`config.mk`:
```
export PLATFORM = sky130hd
export DESIGN_NAME = i2c_wb_arbiter
export DESIGN_NICKNAME = d
export VERILOG_FILES = /design/src/rtl/i2c_wb_arbiter.sv
export SDC_FILE = /design/constraint.sdc
export NUM_CORES = 1
export LEC_CHECK = 0
export ABC_AREA = 1
export BUFFER_PORTS_ARGS = -buffer_cell sky130_fd_sc_hd__buf_2
export CORE_AREA = 2 2 105 107
export DETAILED_ROUTE_END_ITERATION = 8
export DIE_AREA = 0 0 107 109
export SLEW_MARGIN = 20
export SYNTH_ARGS = -nofsm -noshare
export SYNTH_HDL_FRONTEND = slang
export SYNTH_SLANG_ARGS = --single-unit
```
`constraint.sdc`:
```
create_clock -name clk -period 3.45 [get_ports clk]
set_input_delay 0.69 -clock clk [delete_from_list [all_inputs] [get_ports clk]]
set_output_delay 0.69 -clock clk [all_outputs]
set_load 0.03 [all_outputs]
```
`src/rtl/i2c_wb_arbiter.sv`:
```
// Two-master / one-slave Wishbone arbiter with a per-access stall timeout.
// Port m0 is the I2C-slave bridge and port m1 is the host CPU. The grant is
// registered and held for as long as the owner keeps cyc high. If the slave
// never answers, the access is ended with err, so a hung slave cannot lock up
// the I2C bridge.
module i2c_wb_arbiter #(
    parameter int DATA_WIDTH    = 32,
    parameter int ADDR_WIDTH    = 16,
    parameter int SELECT_WIDTH  = DATA_WIDTH / 8,
    parameter int ROUND_ROBIN   = 1,
    parameter int TIMEOUT       = 255,
    parameter int TIMEOUT_WIDTH = 8
) (
    input  logic                    clk,
    input  logic                    rst_n,
    // master 0 (I2C bridge)
    input  logic [ADDR_WIDTH-1:0]   m0_adr_i,
    input  logic [DATA_WIDTH-1:0]   m0_dat_i,
    output logic [DATA_WIDTH-1:0]   m0_dat_o,
    input  logic                    m0_we_i,
    input  logic [SELECT_WIDTH-1:0] m0_sel_i,
    input  logic                    m0_stb_i,
    input  logic                    m0_cyc_i,
    output logic                    m0_ack_o,
    output logic                    m0_err_o,
    // master 1 (host)
    input  logic [ADDR_WIDTH-1:0]   m1_adr_i,
    input  logic [DATA_WIDTH-1:0]   m1_dat_i,
    output logic [DATA_WIDTH-1:0]   m1_dat_o,
    input  logic                    m1_we_i,
    input  logic [SELECT_WIDTH-1:0] m1_sel_i,
    input  logic                    m1_stb_i,
    input  logic                    m1_cyc_i,
    output logic                    m1_ack_o,
    output logic                    m1_err_o,
    // slave side
    output logic [ADDR_WIDTH-1:0]   s_adr_o,
    output logic [DATA_WIDTH-1:0]   s_dat_o,
    output logic                    s_we_o,
    output logic [SELECT_WIDTH-1:0] s_sel_o,
    output logic                    s_stb_o,
    output logic                    s_cyc_o,
    input  logic [DATA_WIDTH-1:0]   s_dat_i,
    input  logic                    s_ack_i,
    input  logic                    s_err_i,
    // status
    output logic [1:0]              grant,
    output logic                    timeout
);

    typedef enum logic {
        IDLE = 1'b0,
        BUSY = 1'b1
    } state_t;

    localparam logic [TIMEOUT_WIDTH-1:0] TO_VAL  = TIMEOUT_WIDTH'(TIMEOUT);
    localparam logic [TIMEOUT_WIDTH-1:0] CNT_ONE = TIMEOUT_WIDTH'(1);

    state_t                   state_q, state_d;
    logic [1:0]               grant_q, grant_d;
    logic                     last_q, last_d;     // 0 = m0 had the bus last, 1 = m1
    logic [TIMEOUT_WIDTH-1:0] cnt_q, cnt_d;

    logic g0, g1;
    logic gnt_stb, gnt_cyc;
    logic timeout_w;

    assign g0 = grant_q[0];
    assign g1 = grant_q[1];

    // Slave-side request mux, steered by the registered grant
    always_comb begin
        s_adr_o = '0;
        s_dat_o = '0;
        s_we_o  = 1'b0;
        s_sel_o = '0;
        gnt_stb = 1'b0;
        gnt_cyc = 1'b0;
        if (g0) begin
            s_adr_o = m0_adr_i;
            s_dat_o = m0_dat_i;
            s_we_o  = m0_we_i;
            s_sel_o = m0_sel_i;
            gnt_stb = m0_stb_i;
            gnt_cyc = m0_cyc_i;
        end else if (g1) begin
            s_adr_o = m1_adr_i;
            s_dat_o = m1_dat_i;
            s_we_o  = m1_we_i;
            s_sel_o = m1_sel_i;
            gnt_stb = m1_stb_i;
            gnt_cyc = m1_cyc_i;
        end
    end

    // A stalled strobe times out when the counter reaches its limit.
    // A slave response in the same cycle takes priority over the timeout.
    always_comb begin
        timeout_w = 1'b0;
        if (TIMEOUT != 0 && state_q == BUSY && gnt_stb && cnt_q == TO_VAL
                && !s_ack_i && !s_err_i) begin
            timeout_w = 1'b1;
        end
    end

    assign timeout  = timeout_w;
    assign s_stb_o  = gnt_stb & ~timeout_w;
    assign s_cyc_o  = gnt_cyc;
    assign m0_ack_o = s_ack_i & g0;
    assign m1_ack_o = s_ack_i & g1;
    assign m0_err_o = (s_err_i | timeout_w) & g0;
    assign m1_err_o = (s_err_i | timeout_w) & g1;
    // Read data goes to both masters, and is forced to zero while no one owns the bus
    assign m0_dat_o = (|grant_q) ? s_dat_i : '0;
    assign m1_dat_o = (|grant_q) ? s_dat_i : '0;
    assign grant    = grant_q;

    // Arbitration, release and timeout-counter next-state logic
    always_comb begin
        state_d = state_q;
        grant_d = grant_q;
        last_d  = last_q;
        cnt_d   = cnt_q;

        case (state_q)
            IDLE: begin
                if (m0_cyc_i && m1_cyc_i) begin
                    state_d = BUSY;
                    if (ROUND_ROBIN != 0 && !last_q) begin
                        grant_d = 2'b10;
                    end else begin
                        grant_d = 2'b01;
                    end
                end else if (m0_cyc_i) begin
                    state_d = BUSY;
                    grant_d = 2'b01;
                end else if (m1_cyc_i) begin
                    state_d = BUSY;
                    grant_d = 2'b10;
                end
            end
            BUSY: begin
                // The owner dropping cyc ends its tenure, whether it finished or aborted
                if (!gnt_cyc) begin
                    state_d = IDLE;
                    grant_d = 2'b00;
                    last_d  = g1;
                end
            end
            default: begin
                state_d = IDLE;
                grant_d = 2'b00;
            end
        endcase

        if (TIMEOUT == 0 || state_q != BUSY || !gnt_stb || s_ack_i || s_err_i
                || timeout_w) begin
            cnt_d = '0;
        end else if (cnt_q != TO_VAL) begin
            cnt_d = cnt_q + CNT_ONE;
        end
    end

    // State, grant and counter registers. After reset, last_grant points at m1,
    // so m0 wins the first tie.
    always_ff @(posedge clk or negedge rst_n) begin
        if (!rst_n) begin
            state_q <= IDLE;
            grant_q <= 2'b00;
            last_q  <= 1'b1;
            cnt_q   <= '0;
        end else begin
            state_q <= state_d;
            grant_q <= grant_d;
            last_q  <= last_d;
            cnt_q   <= cnt_d;
        end
    end

endmodule
```
==> results_dict.tcl, run 1 <==
set metrics [dict create \
    path_max_fanout 54 \
    seq_area_frac_synth_pct 16.6 \
    startpoint_type "flop" \
    min_period_over_period_pct 78.1 \
    reg2reg_from "grant[1]" \
    pin_count 272 \
    finalNetCount 637 \
    final.setup.tns_ps 0 \
    path_cells "inv_2 -> nor2_8 -> a22o_1 -> buf_2" \
    power_mw 3.13 \
    routabilityCongestion 0.785 \
    reg2reg_depth 6 \
    drtPass1Iterations 4 \
    place.detailed.hpwl_um 7050 \
    synth-simple-area-share_pct 23.5 \
    layout-drive-gt1-share_pct 60.5 \
    antenna_left 0 \
    pwr-share-clk_pct 4.9 \
    finalHoldViolCount 0 \
    cts_buffers 3 \
    syn-cell-area_um2 1810 \
    core_area_um2 10600 \
    setup_violations 0 \
    grt_pass1_wl_um 11100 \
    worst-path-stages 4 \
    avgRoutedWirePerCell_um 13.2 \
    dieHeight_um 109 \
    tightest_slew_ps 685 \
    synthXorXnorAreaFrac_pct 1.45 \
    crit_type "reg -> out" \
    area_growth_syn_to_layout_pct 68.6 \
    arrival_ps 2010 \
    p_leak_nw 2.02 \
    fill_cells 1120 \
    grt_pass1_vias 2171 \
    min_period_ps 2700 \
    drc 0 \
    first_iter_violations 176 \
    die_w_um 107 \
    synth_compound_area_share_pct 27.7 \
    synth.area.mux_share_pct 0 \
    clock_latency_ps 240 \
    critPathMaxStageDelay_ps 540 \
    cp_slowest_cell "nor2_8" \
    netSwitchingPower_mw 2.11 \
    antennaDiodeCount 0 \
    grt_remaining_overflow 0 \
    crit_path_start "grant[1]" \
    ys_warn_count 0 \
    rsz0062_at_grt "no" \
    vias_per_cell 4.13 \
    fin_worst_skew_ps 1.67 \
    start_util_pct 17.1 \
    maxCapViolCount 0 \
    synth.avg_cell_area_um2 6.97 \
    htree_levels 1 \
    status "finished, final reports clean" \
    cts_resized 0 \
    peakVddDrop_v 0.000589 \
    cp-end-kind "primary output" \
    hold_path_class "in -> async" \
    cts.sinks 12 \
    maxSlewHeadroom_pct 54.4 \
    wirelength_um 8280 \
    antenna_found_initial 1 \
    maxSlewViolCount 0 \
    clockBufferDepth 2 \
    clk_pin_slew_ps 60 \
    power.density_nw_per_um2 1020 \
    cts_setup_buffers 0 \
    required_ps 2760 \
    ys_ff_latch 12 \
    crit_buf_inv 2 \
    num_vias 2596 \
    synthAdderAreaFrac_pct 0.691 \
    synth_nets 407 \
    endpoint "s_sel_o[1]" \
    root_buffer "clkbuf_8" \
    intPower_mw 1.02 \
    synth_top_family_by_area "buffers and inverters" \
    swShare_pct 67.3 \
    reg2reg_to "grant[0]" \
    die_area_um2 11700 \
    port_buffers 271 \
    cts_hold_buf 0 \
    fmax_ghz 0.371 \
    grt_start_max_net_pins 55 \
    rows 38 \
    synthCells 260 \
    cts_tree "built" \
    power_frac_comb_pct 87.8 \
    critPathTopFamily "simple AND/OR/NAND/NOR gates" \
    pwr-share-seq_pct 7.3 \
    grt_use_total_pct 12.2 \
    reg2reg_setup_slack_ps 1810 \
    synthDistinctLibCells 26 \
]
[power groups by stage]
stage / logic [mW] / registers [mW] / clock network (mW)
6_report: 2.75 / 0.228 / 0.154
3_5_place_dp: 2.76 / 0.229 / 0
3_3_place_gp: 2.74 / 0.225 / 0
4_1_cts: 2.77 / 0.226 / 0.159
5_1_grt: 2.92 / 0.236 / 0.164
2_1_floorplan: 2.25 / 0.214 / 0
[metal layers]
layer	track usage (%)	vias up	wire [um]
li1	-	1282	-
met1	17.3	1200	3530
met5	0	-	0
met2	20.0	110	3980
met4	1.48	0	65
met3	2.33	4	706
[layout make-up]
class / count / area [um^2] / area share, %
repair buffers: 272 / 1360 / 44.6
multi-input cells: 152 / 975 / 31.9
inverters: 49 / 184 / 6.02
well taps: 140 / 175 / 5.73
clock buffers: 4 / 55.1 / 1.80
flip-flops and latches: 12 / 303 / 9.91
[synth_stat cells]
cell / n / area [um^2]
a22o_1: 53 / 464
inv_1: 45 / 169
nor2_1: 43 / 161
buf_4: 32 / 240
nand2_1: 23 / 86.3
dfrtp_1: 11 / 275
buf_2: 8 / 40.0
buf_6: 7 / 78.8
nand3_1: 5 / 25.0
inv_2: 4 / 15.0
nand2_2: 4 / 25.0
nand4_1: 4 / 25.0
nor2_2: 3 / 18.8
nand3_2: 2 / 20.0
nor2_4: 2 / 22.5
o21ai_0: 2 / 10.0
o21bai_1: 2 / 15.0
xnor2_1: 2 / 17.5
a21o_1: 1 / 7.51
a21oi_1: 1 / 5.00
dfstp_2: 1 / 26.3
ha_1: 1 / 12.5
nand3_4: 1 / 17.5
nor2_8: 1 / 20.0
nor3_1: 1 / 5.00
xor2_1: 1 / 8.76
[placed cells by master (no fill, tap or decap), types with 2 or more instances in the layout]
cell type    n
a22o_1      53
buf_2      271
clkbuf_8     4
dfrtp_1     10
inv_1       45
inv_2        4
nand2_1     23
nand2_2      4
nand3_1      5
nand3_2      2
nand4_1      4
nor2_1      42
nor2_2       3
nor2_4       3
o21ai_0      2
o21bai_1     2
xnor2_1      2
[stage by stage]
stage	utilization, %	std cells	setup slack [ps]	instance area (um^2)	hold slack (ps)
3_3_place_gp	28.3	625	997	3000	445
6_report	28.8	629	754	3060	327
4_1_cts	28.8	629	639	3050	331
3_5_place_dp	28.3	625	902	3000	466
5_1_grt	28.8	629	594	3060	338
2_1_floorplan	-	260	1100	1810	394
[flip-flops by register name (all words and copies together), names as in the netlist]
signal and cells:
cnt_q 8, grant 2, state_q 1, last_q 1
[cells by family (layout without fill, tap and decap cells)]
family,count (synthesis),after routing
buffers and inverters,96,325
DFF,12,12
xor gates and xnor gates,3,3
and+or+nand+nor,89,89
AOI/OAI and AO/OA,59,59
adders and majority gates,1,1
[worst min-delay path by stage]
stage              from        to
2_1_floorplan     rst_n  cnt_q[0]
3_3_place_gp   cnt_q[0]  cnt_q[0]
3_5_place_dp   cnt_q[0]  cnt_q[0]
4_1_cts           rst_n  cnt_q[1]
5_1_grt           rst_n  cnt_q[1]
6_report          rst_n  cnt_q[1]
Note: power is estimated with default switching activity, not from simulation.
==> inputs of run 2 (changes only) <==
--- a/config.mk
+++ b/config.mk
@@ -5,11 +5,11 @@
 export SDC_FILE = /design/constraint.sdc
 export NUM_CORES = 1
 export LEC_CHECK = 0
-export ABC_AREA = 1
+export ABC_AREA = 0
 export BUFFER_PORTS_ARGS = -buffer_cell sky130_fd_sc_hd__buf_2
-export CORE_AREA = 2 2 105 107
+export CORE_AREA = 2 2 106 108
 export DETAILED_ROUTE_END_ITERATION = 8
-export DIE_AREA = 0 0 107 109
+export DIE_AREA = 0 0 108 110
 export SLEW_MARGIN = 20
 export SYNTH_ARGS = -nofsm -noshare
 export SYNTH_HDL_FRONTEND = slang
==> constraint.sdc (replaced) <==
create_clock -name clk -period 2.6 [get_ports clk]
set_input_delay 0.52 -clock clk [delete_from_list [all_inputs] [get_ports clk]]
set_output_delay 0.52 -clock clk [all_outputs]
set_load 0.03 [all_outputs]
==> run 2 against run 1 <==
First-iteration DRC count is 35% lower. Cell area is 2.1% lower. Area after synthesis is 7.4% lower. Sequential power is 20% higher. Flip-flop and latch count stayed put. Critical path depth stayed put. Routed wire length is 2.1% higher. Worst setup slack worse by 540 ps. Critical path type unchanged.
==> results_dict.tcl, run 2 <==
set metrics [dict create \
    grt_pass1_wl_um 11400 \
    status "finished, final reports clean" \
    synth_top_area_cell "a22o_1" \
    start_util_pct 15.7 \
    cts_hold_buf 0 \
    p_leak_nw 1.77 \
    synthCells 208 \
    min_period_over_period_pct 91.9 \
    synth_area_leaders "a22o_1, dfrtp_1, buf_4" \
    drc 0 \
    layout-drive-gt1-share_pct 65.0 \
    wirelength_um 8450 \
    seq_area_frac_synth_pct 18.0 \
    finalNetCount 588 \
    rows 38 \
    setup_violations 0 \
    root_buffer "clkbuf_8" \
    startpoint_type "flop" \
    syn-cell-area_um2 1680 \
    netlist_top_cells_count "a22o_1, nor2b_1, buf_4, dfrtp_1" \
    cts_tree "built" \
    final_cell_mix "buf_2, a22o_1, nor2b_1" \
    num_vias 2521 \
    crit_buf_inv 2 \
    ys_ff_latch 12 \
    arrival_ps 1870 \
    required_ps 2080 \
    antenna_found_initial 0 \
    yosysMostFrequentCell "a22o_1" \
    maxSlewViolCount 0 \
    drtPass1Iterations 4 \
    peakVddDrop_v 0.000656 \
    ys_async_sr_fraction_pct 100 \
    critPathMaxStageDelay_ps 500 \
    core_area_um2 10700 \
    cts_resized 0 \
    dieHeight_um 110 \
    fin_hold_ws_ps 147 \
    port_buffers 271 \
    ys_warn_count 0 \
    fmax_ghz 0.418 \
    min_period_ps 2390 \
    power.density_nw_per_um2 1290 \
    pin_count 272 \
    tightest_slew_ps 487 \
    maxSlewHeadroom_pct 67.5 \
    clockBufferDepth 2 \
    path_max_fanout 33 \
    synth.top_cell.area_share_pct 28.2 \
    grt_use_total_pct 12.1 \
    final_common_cell "buf_2" \
    cp_slowest_cell "nor2b_4" \
    synthFlopType "dfrtp_1" \
    cts.sinks 12 \
    place.detailed.hpwl_um 7170 \
    largest_reg_flops 8 \
    grt_start_max_net_pins 37 \
    routabilityCongestion 0.763 \
    antennaDiodeCount 0 \
    grt_pass1_vias 2232 \
    fill_cells 1167 \
    fin_worst_skew_ps 3.14 \
    die_w_um 108 \
    largest_register "cnt_q" \
    hold_path_class "in -> async" \
    clock_latency_ps 240 \
    antenna_left 0 \
    finalHoldViolCount 0 \
    die_area_um2 11900 \
    synth_nets 355 \
    critPathTopFamily "simple AND/OR/NAND/NOR gates" \
    area_growth_syn_to_layout_pct 78.3 \
    grt_remaining_overflow 0 \
    htree_levels 1 \
    crit_type "reg -> out" \
    vias_per_cell 4.35 \
    cts_buffers 3 \
    synth.avg_cell_area_um2 8.07 \
    maxCapViolCount 0 \
    cts_setup_buffers 0 \
    synth-edff-count 0 \
    rsz0062_at_grt "no" \
    final_area_um2 2990 \
    cp-end-kind "primary output" \
    clk_pin_slew_ps 50 \
    avgRoutedWirePerCell_um 14.6 \
    synthDistinctLibCells 35 \
    path_cells "nor2b_4 -> buf_12 -> a22o_1 -> buf_2" \
    place_area_um2 2950 \
    first_iter_violations 114 \
]
run 2: layout make-up:
type | count | area (um^2) | area share, %
repair buffers | 276 | 1410 | 47.0
multi-input cells | 143 | 1040 | 34.9
flip-flops and latches | 12 | 303 | 10.1
well taps | 140 | 175 | 5.86
clock buffers | 4 | 45.0 | 1.51
inverters | 5 | 18.8 | 0.627
run 2: metal layers:
layer | wire length (um) | GRT usage [%]
met1 | 3490 | 16.2
met2 | 3890 | 19.5
met3 | 909 | 3.23
met4 | 161 | 3.02
met5 | 0 | 0
run 2: final timing paths:
kind,endpoint,slack [ps],from,cells after the start
max in group asynchronous,last_q,2180,rst_n,1
setup / recovery,s_dat_o[4],210,grant[1],4
hold reg to reg,cnt_q[0],500,cnt_q[0],1
hold / removal,cnt_q[1],150,rst_n,1
setup reg to reg,last_q,1070,grant[1],3
min in group clk,cnt_q[0],500,cnt_q[0],1
run 2: where the power goes:
part	leakage (nW)	internal (mW)	switching, mW	total, mW
Sequential	0.157	0.225	0.0480	0.273
Clock	0.0228	0.108	0.0667	0.175
Combinational	1.59	1.00	2.42	3.42
run 2: cells by family (layout without fill, tap and decap cells):
logic type | count (synthesis) | count (layout) | synth area share (%)
xor gates and xnor gates | 3 | 3 | 1.57
DFF | 12 | 12 | 18.0
and+or+nand+nor | 68 | 68 | 23.6
muxes | 1 | 1 | 0.671
buffers and inverters | 53 | 285 | 20.4
adders and majority gates | 1 | 1 | 0.746
AOI/OAI and AO/OA | 70 | 70 | 35.0
run 2: stage by stage:
step | setup slack, ps | TNS [ps] | util (%) | total power, mW | instances
after floorplan | -41.6 | -83.1 | - | 2.91 | 208
after global placement | 484 | 0 | 27.5 | 3.69 | 576
after detailed placement | 441 | 0 | 27.5 | 3.70 | 576
after CTS | 179 | 0 | 28.0 | 3.90 | 580
after global routing | 58.0 | 0 | 28.0 | 4.10 | 580
final | 209 | 0 | 28.0 | 3.87 | 580
